`config.mk`:
```
export PLATFORM = sky130hd
export DESIGN_NAME = junction_light_ctrl
export DESIGN_NICKNAME = d
export VERILOG_FILES = /design/src/rtl/junction_light_ctrl.sv
export SDC_FILE = /design/constraint.sdc
export NUM_CORES = 1
export LEC_CHECK = 0
export BUFFER_PORTS_ARGS = -buffer_cell sky130_fd_sc_hd__clkbuf_2
export CORE_MARGIN = 2
export CORE_UTILIZATION = 31
export CTS_CLUSTER_DIAMETER = 60
export DETAILED_ROUTE_END_ITERATION = 12
export PLACE_DENSITY = 0.56
export SLEW_MARGIN = 5
export SYNTH_ARGS = -nofsm -noshare
export SYNTH_HDL_FRONTEND = slang
export SYNTH_SLANG_ARGS = --single-unit
```
`constraint.sdc`:
```
create_clock -name clk -period 4.87 [get_ports clk]
set_input_delay 0.2435 -clock clk [delete_from_list [all_inputs] [get_ports clk]]
set_output_delay 0.2435 -clock clk [all_outputs]
set_load 0.005 [all_outputs]
```
`src/rtl/junction_light_ctrl.sv`:
```
// Two-road junction controller: request-driven main/side/pedestrian phase sequencing
// with fixed dwell times, all-red clearance and round-robin tie arbitration.
module junction_light_ctrl #(
    parameter int MAIN_MIN_G = 10,
    parameter int SIDE_G     = 6,
    parameter int AMBER      = 3,
    parameter int RED_AMBER  = 2,
    parameter int ALL_RED    = 2,
    parameter int WALK_T     = 8,
    parameter int CNT_W      = 8
) (
    input  logic       clk,
    input  logic       rst,
    input  logic       side_req,
    input  logic       ped_req,
    output logic       main_red,
    output logic       main_amber,
    output logic       main_green,
    output logic       side_red,
    output logic       side_amber,
    output logic       side_green,
    output logic       walk,
    output logic [3:0] phase
);

    typedef enum logic [3:0] {
        S_ALLRED_A = 4'd0,
        S_MAIN_RA  = 4'd1,
        S_MAIN_G   = 4'd2,
        S_MAIN_A   = 4'd3,
        S_ALLRED_B = 4'd4,
        S_SIDE_RA  = 4'd5,
        S_SIDE_G   = 4'd6,
        S_SIDE_A   = 4'd7,
        S_WALK     = 4'd8
    } state_t;

    localparam logic [CNT_W-1:0] D_MAIN_G = CNT_W'(MAIN_MIN_G - 1);
    localparam logic [CNT_W-1:0] D_SIDE_G = CNT_W'(SIDE_G - 1);
    localparam logic [CNT_W-1:0] D_AMBER  = CNT_W'(AMBER - 1);
    localparam logic [CNT_W-1:0] D_RA     = CNT_W'(RED_AMBER - 1);
    localparam logic [CNT_W-1:0] D_ALLRED = CNT_W'(ALL_RED - 1);
    localparam logic [CNT_W-1:0] D_WALK   = CNT_W'(WALK_T - 1);

    state_t           state_q, state_d;
    logic [CNT_W-1:0] cnt_q, cnt_d;
    logic             pend_side_q, pend_side_d;
    logic             pend_ped_q, pend_ped_d;
    logic             grant_q, grant_d;   // 1 = pedestrian, 0 = side road
    logic             last_q, last_d;     // winner of the most recent tie
    logic [6:0]       lamps_q, lamps_d;   // {mr, ma, mg, sr, sa, sg, walk}
    logic             done;

    always_ff @(posedge clk) begin
        if (rst) begin
            state_q     <= S_ALLRED_A;
            cnt_q       <= D_ALLRED;
            pend_side_q <= 1'b0;
            pend_ped_q  <= 1'b0;
            grant_q     <= 1'b0;
            last_q      <= 1'b1;
            lamps_q     <= 7'b1001000;
        end else begin
            state_q     <= state_d;
            cnt_q       <= cnt_d;
            pend_side_q <= pend_side_d;
            pend_ped_q  <= pend_ped_d;
            grant_q     <= grant_d;
            last_q      <= last_d;
            lamps_q     <= lamps_d;
        end
    end

    always_comb begin
        state_d     = state_q;
        cnt_d       = cnt_q;
        grant_d     = grant_q;
        last_d      = last_q;
        pend_side_d = pend_side_q;
        pend_ped_d  = pend_ped_q;
        lamps_d     = 7'b1001000;
        done        = (cnt_q == '0);

        // Counter holds at zero, which gives the open-ended main-green wait.
        if (!done) cnt_d = cnt_q - CNT_W'(1);

        case (state_q)
            S_ALLRED_A: if (done) begin state_d = S_MAIN_RA;  cnt_d = D_RA;     end
            S_MAIN_RA:  if (done) begin state_d = S_MAIN_G;   cnt_d = D_MAIN_G; end
            S_MAIN_G: begin
                if (done && (pend_side_q || pend_ped_q)) begin
                    state_d = S_MAIN_A;
                    cnt_d   = D_AMBER;
                    if (pend_side_q && pend_ped_q) begin
                        grant_d = ~last_q;
                        last_d  = ~last_q;
                    end else begin
                        grant_d = pend_ped_q;
                    end
                end
            end
            S_MAIN_A:   if (done) begin state_d = S_ALLRED_B; cnt_d = D_ALLRED; end
            S_ALLRED_B: begin
                if (done) begin
                    state_d = grant_q ? S_WALK : S_SIDE_RA;
                    cnt_d   = grant_q ? D_WALK : D_RA;
                end
            end
            S_SIDE_RA:  if (done) begin state_d = S_SIDE_G;   cnt_d = D_SIDE_G; end
            S_SIDE_G:   if (done) begin state_d = S_SIDE_A;   cnt_d = D_AMBER;  end
            S_SIDE_A:   if (done) begin state_d = S_ALLRED_A; cnt_d = D_ALLRED; end
            S_WALK:     if (done) begin state_d = S_ALLRED_A; cnt_d = D_ALLRED; end
            default: begin
                state_d = S_ALLRED_A;
                cnt_d   = D_ALLRED;
            end
        endcase

        // Clearing on entry to the served phase takes priority over a new request.
        if (state_d == S_SIDE_RA && state_q != S_SIDE_RA)
            pend_side_d = 1'b0;
        else if (side_req && state_q != S_SIDE_RA && state_q != S_SIDE_G)
            pend_side_d = 1'b1;

        if (state_d == S_WALK && state_q != S_WALK)
            pend_ped_d = 1'b0;
        else if (ped_req && state_q != S_WALK)
            pend_ped_d = 1'b1;

        case (state_d)
            S_ALLRED_A, S_ALLRED_B: lamps_d = 7'b1001000;
            S_MAIN_RA:              lamps_d = 7'b1101000;
            S_MAIN_G:               lamps_d = 7'b0011000;
            S_MAIN_A:               lamps_d = 7'b0101000;
            S_SIDE_RA:              lamps_d = 7'b1001100;
            S_SIDE_G:               lamps_d = 7'b1000010;
            S_SIDE_A:               lamps_d = 7'b1000100;
            S_WALK:                 lamps_d = 7'b1001001;
            default:                lamps_d = 7'b1001000;
        endcase
    end

    assign {main_red, main_amber, main_green, side_red, side_amber, side_green, walk} = lamps_q;
    assign phase = state_q;

endmodule

```
==> run_results.csv <==
group,metric,value,unit
grt,grt_pass1_vias,979,
detailed_routing,drt_wl_total,2620,um
grt,met2_usage,0.213,
detailed_routing,drtPass1Iterations,4,
synthesis,postSynthCellCount,141,
sta,finalCritPeriodShare,0.513,
floorplan,fp.dieArea,0.00437,mm2
worst_setup_path,crit_buf_inv,2,
sta,rsz0062_at_grt,"no",
floorplan,row_count,22,
grt,use_met1,0.180,
worst_setup_path,start_kind,"flip-flop",
worst_setup_path,slowest_stage,"or3b_2",
floorplan,start_util,0.324,
synthesis,avgSynthCellArea,8.48,um2
floorplan,die_h,66.1,um
synthesis,yosys_warnings,0,
grt,busiest_layer,"met2",
sta,slew_headroom,0.424,
synthesis,async_flop_share,0,
placed_design,hpwl,1950,um
sta,hold_viol,0,
detailed_routing,drc_errors,0,
detailed_routing,vias,1051,
synthesis,synth_edf_count,0,
worst_setup_path,path_class,"flip-flop to flip-flop",
grt,grt_use_total,0.132,
worst_setup_path,r2r-start,"cnt_q[0]$_SDFF_PP1_",
worst_hold_path,hold_depth,3,
detailed_routing,drtIter0Drc,42,
placed_design,gp_congestion,0.837,
sta,fin_crit,2500,ps
worst_hold_path,whs_endpoint,"pend_ped_q$_SDFFE_PP0P_",
worst_setup_path,arrival,2630,ps
sta,setup_violations,0,
synthesis,ys_seq_area_frac,0.385,
clock_tree,cts_max_level,1,
grt,grt_antenna_before_repair,0,
worst_setup_path,endpoint_kind,"flip-flop",
clock_tree,clk_latency,260,ps
clock_tree,cts_buffer_depth,2,
sta,slew_viol_final,0,
worst_setup_path,reg2reg_setup_slack,2370,ps
layout,fillers,403,
grt,use_met3,0.0324,
clock_tree,cts_tree,"built",
clock_tree,postCtsSetupRepairBufs,0,
worst_hold_path,min_from,"ped_req",
synthesis,syn_area,0.00120,mm2
synthesis,synth_top_cell_area_share,0.385,
clock_tree,cts_inserted_buffers,3,
layout,layout-drive-gt1-share,0.159,
detailed_routing,routedWlPerCell,13.2,um
grt,grt_pass1_wl,4520,um
layout,insertedDiodeCount,0,
synthesis,yosysTopAreaCell,"dfxtp_1",
pwr,p_total,0.600,mW
sta,worstMarginPinSlew,856,ps
clock_tree,root_buffer,"clkbuf_8",
worst_setup_path,r2r_cells,9,
worst_setup_path,cp_slowest_stage_delay,520,ps
synthesis,synthesis.nets,149,
worst_setup_path,critPathRequiredTime,5000,ps
outcome,status,"complete, no violations",
synthesis,ys_seq_elements,23,
clock_tree,ctsHoldBuffers,0,
sta,fin_tns_setup,0,ps
pwr,p_per_area,450,mW/mm2
grt,grt_overflow,0,
floorplan,die_x,66.1,um
detailed_routing,viasPerCell,5.28,
layout,synthToLayoutAreaGrowth,11.4,%
worst_hold_path,hold_path.class,"primary input to flip-flop",
clock_tree,clkTransAtPathRegs,80,ps
sta,max_freq,0.400,GHz
synthesis,netlist_top_cells_area,"dfxtp_1, nor2_1, ha_1, a21oi_1, nor4_1",
synthesis,synth-main-ff-cell,"dfxtp_1",
pwr,p_leak,0.498,nW
grt,grt_max_degree,17,
worst_setup_path,path_cells,"inv_1 > ha_1 > or3b_2 > nor2_2 > inv_1 > ha_1 > nor3b_1 > o21ai_0 > o311ai_0",
worst_setup_path,r2r_end,"cnt_q[0]$_SDFF_PP1_",
synthesis,synth_cell_types,41,
clock_tree,cts.sinks,23,
floorplan,core-area,0.00369,mm2
worst_setup_path,critical_path.top_delay_family,"simple AND/OR/NAND/NOR gates",
run,drv_cap,0,
sta,clock_skew,3.92,ps
floorplan,ios,15,
worst_setup_path,cp_max_fo,10,
clock_tree,post_cts_resized,0,
pwr,vdd_drop_max,0.000202,V
layout,nets,160,
layout,final_util,0.361,
detailed_routing,ant_nets,0,
placed_design,port_buffers,14,
-- report_power, final --
group	switching (mW)	internal (mW)	leakage (nW)	total (mW)
Combinational	0.132	0.0968	0.287	0.229
Clock	0.0577	0.0583	0.0228	0.116
Sequential	0.0382	0.217	0.188	0.255
Total	0.228	0.372	0.498	0.600
-- metrics by stage --
stage	worst slack [ps]	cell area, um2	hold WS (ps)	std cells
after floorplan	2610	1200	433	141
after global placement	2470	1290	481	195
after detailed placement	2380	1290	477	195
after CTS	2360	1330	269	199
after global routing	2090	1330	309	199
final	2370	1330	265	199
-- cell families (layout without fill, tap and decap cells) --
logic type / after synthesis / in the layout / synth area share
adders and majority gates: 4 / 4 / 0.0418
AOI/OAI and AO/OA: 31 / 31 / 0.179
and+or+nand+nor: 61 / 61 / 0.288
xor gates and xnor gates: 6 / 6 / 0.0439
muxes: 1 / 1 / 0.00837
buffers and inverters: 15 / 25 / 0.0544
DFF: 23 / 23 / 0.385
-- per-layer routing --
layer | routed length (um) | vias up | share of wire
met5 | 0 | - | 0
met4 | 7 | 0 | 0.0027
met3 | 101 | 2 | 0.039
met2 | 1200 | 15 | 0.46
met1 | 1320 | 501 | 0.50
li1 | - | 533 | -
-- state kept, by name, indices dropped and copies added, names as in the netlist --
name,cells
cnt_q,8
lamps_q,7
phase,4
pend_side_q,1
pend_ped_q,1
last_q,1
grant_q,1
-- worst min-delay path: stages --
cell	delay, ps
clkbuf_2	70
a21oi_1	50
nor3_1	110
-- layout by cell type, fill, tap and decap left out, types with 3 or more instances in the layout --
cell type / synthesis / final
a21oi_1: 9 / 9
nand2b_1: 4 / 4
nor2b_1: 3 / 3
xnor2_1: 4 / 4
a31oi_1: 3 / 3
or3_1: 3 / 3
nand3_1: 3 / 3
nor2_1: 14 / 14
nand2_1: 8 / 8
inv_1: 7 / 7
dfxtp_1: 23 / 23
nor4_1: 7 / 7
o21ai_0: 5 / 5
clkbuf_2: 0 / 14
nor3_1: 8 / 8
clkbuf_8: 0 / 3
ha_1: 4 / 4
-- synth_stat cells, drive strengths merged, types with 2 or more instances --
cell type,n
or3b,2
o211a,2
clkbuf,4
nor3b,2
nand2,8
inv,7
or4,3
nor4,7
nor2,15
xnor2,4
xor2,2
a21oi,9
a311oi,2
dfxtp,23
a31oi,3
or3,3
nor3,8
nor2b,3
or4b,2
nand3,3
o21ai,6
buf,4
ha,4
nand2b,4
-- how the worst max path moves through the flow --
stage / startpoint / to / slack (ps) / cells past startpoint
floorplan: cnt_q[0]$_SDFF_PP1_ / last_q$_SDFFE_PP1P_ / 2610 / 7
global placement: cnt_q[0]$_SDFF_PP1_ / cnt_q[0]$_SDFF_PP1_ / 2470 / 9
detailed placement: cnt_q[0]$_SDFF_PP1_ / cnt_q[0]$_SDFF_PP1_ / 2380 / 9
CTS: cnt_q[0]$_SDFF_PP1_ / cnt_q[0]$_SDFF_PP1_ / 2360 / 9
global route: cnt_q[0]$_SDFF_PP1_ / cnt_q[0]$_SDFF_PP1_ / 2090 / 9
finish: cnt_q[0]$_SDFF_PP1_ / cnt_q[0]$_SDFF_PP1_ / 2370 / 9
-- area by class of cell --
type / instances / area [um2] / share of cell area
inverters: 7 / 26.3 / 0.0197
multi-input cells: 103 / 671 / 0.503
repair buffers: 14 / 70.1 / 0.0526
clock buffers: 4 / 45.0 / 0.0338
flip-flops and latches: 23 / 460 / 0.346
well taps: 48 / 60.1 / 0.0451
No activity file was read; power rests on OpenSTA's default activity.
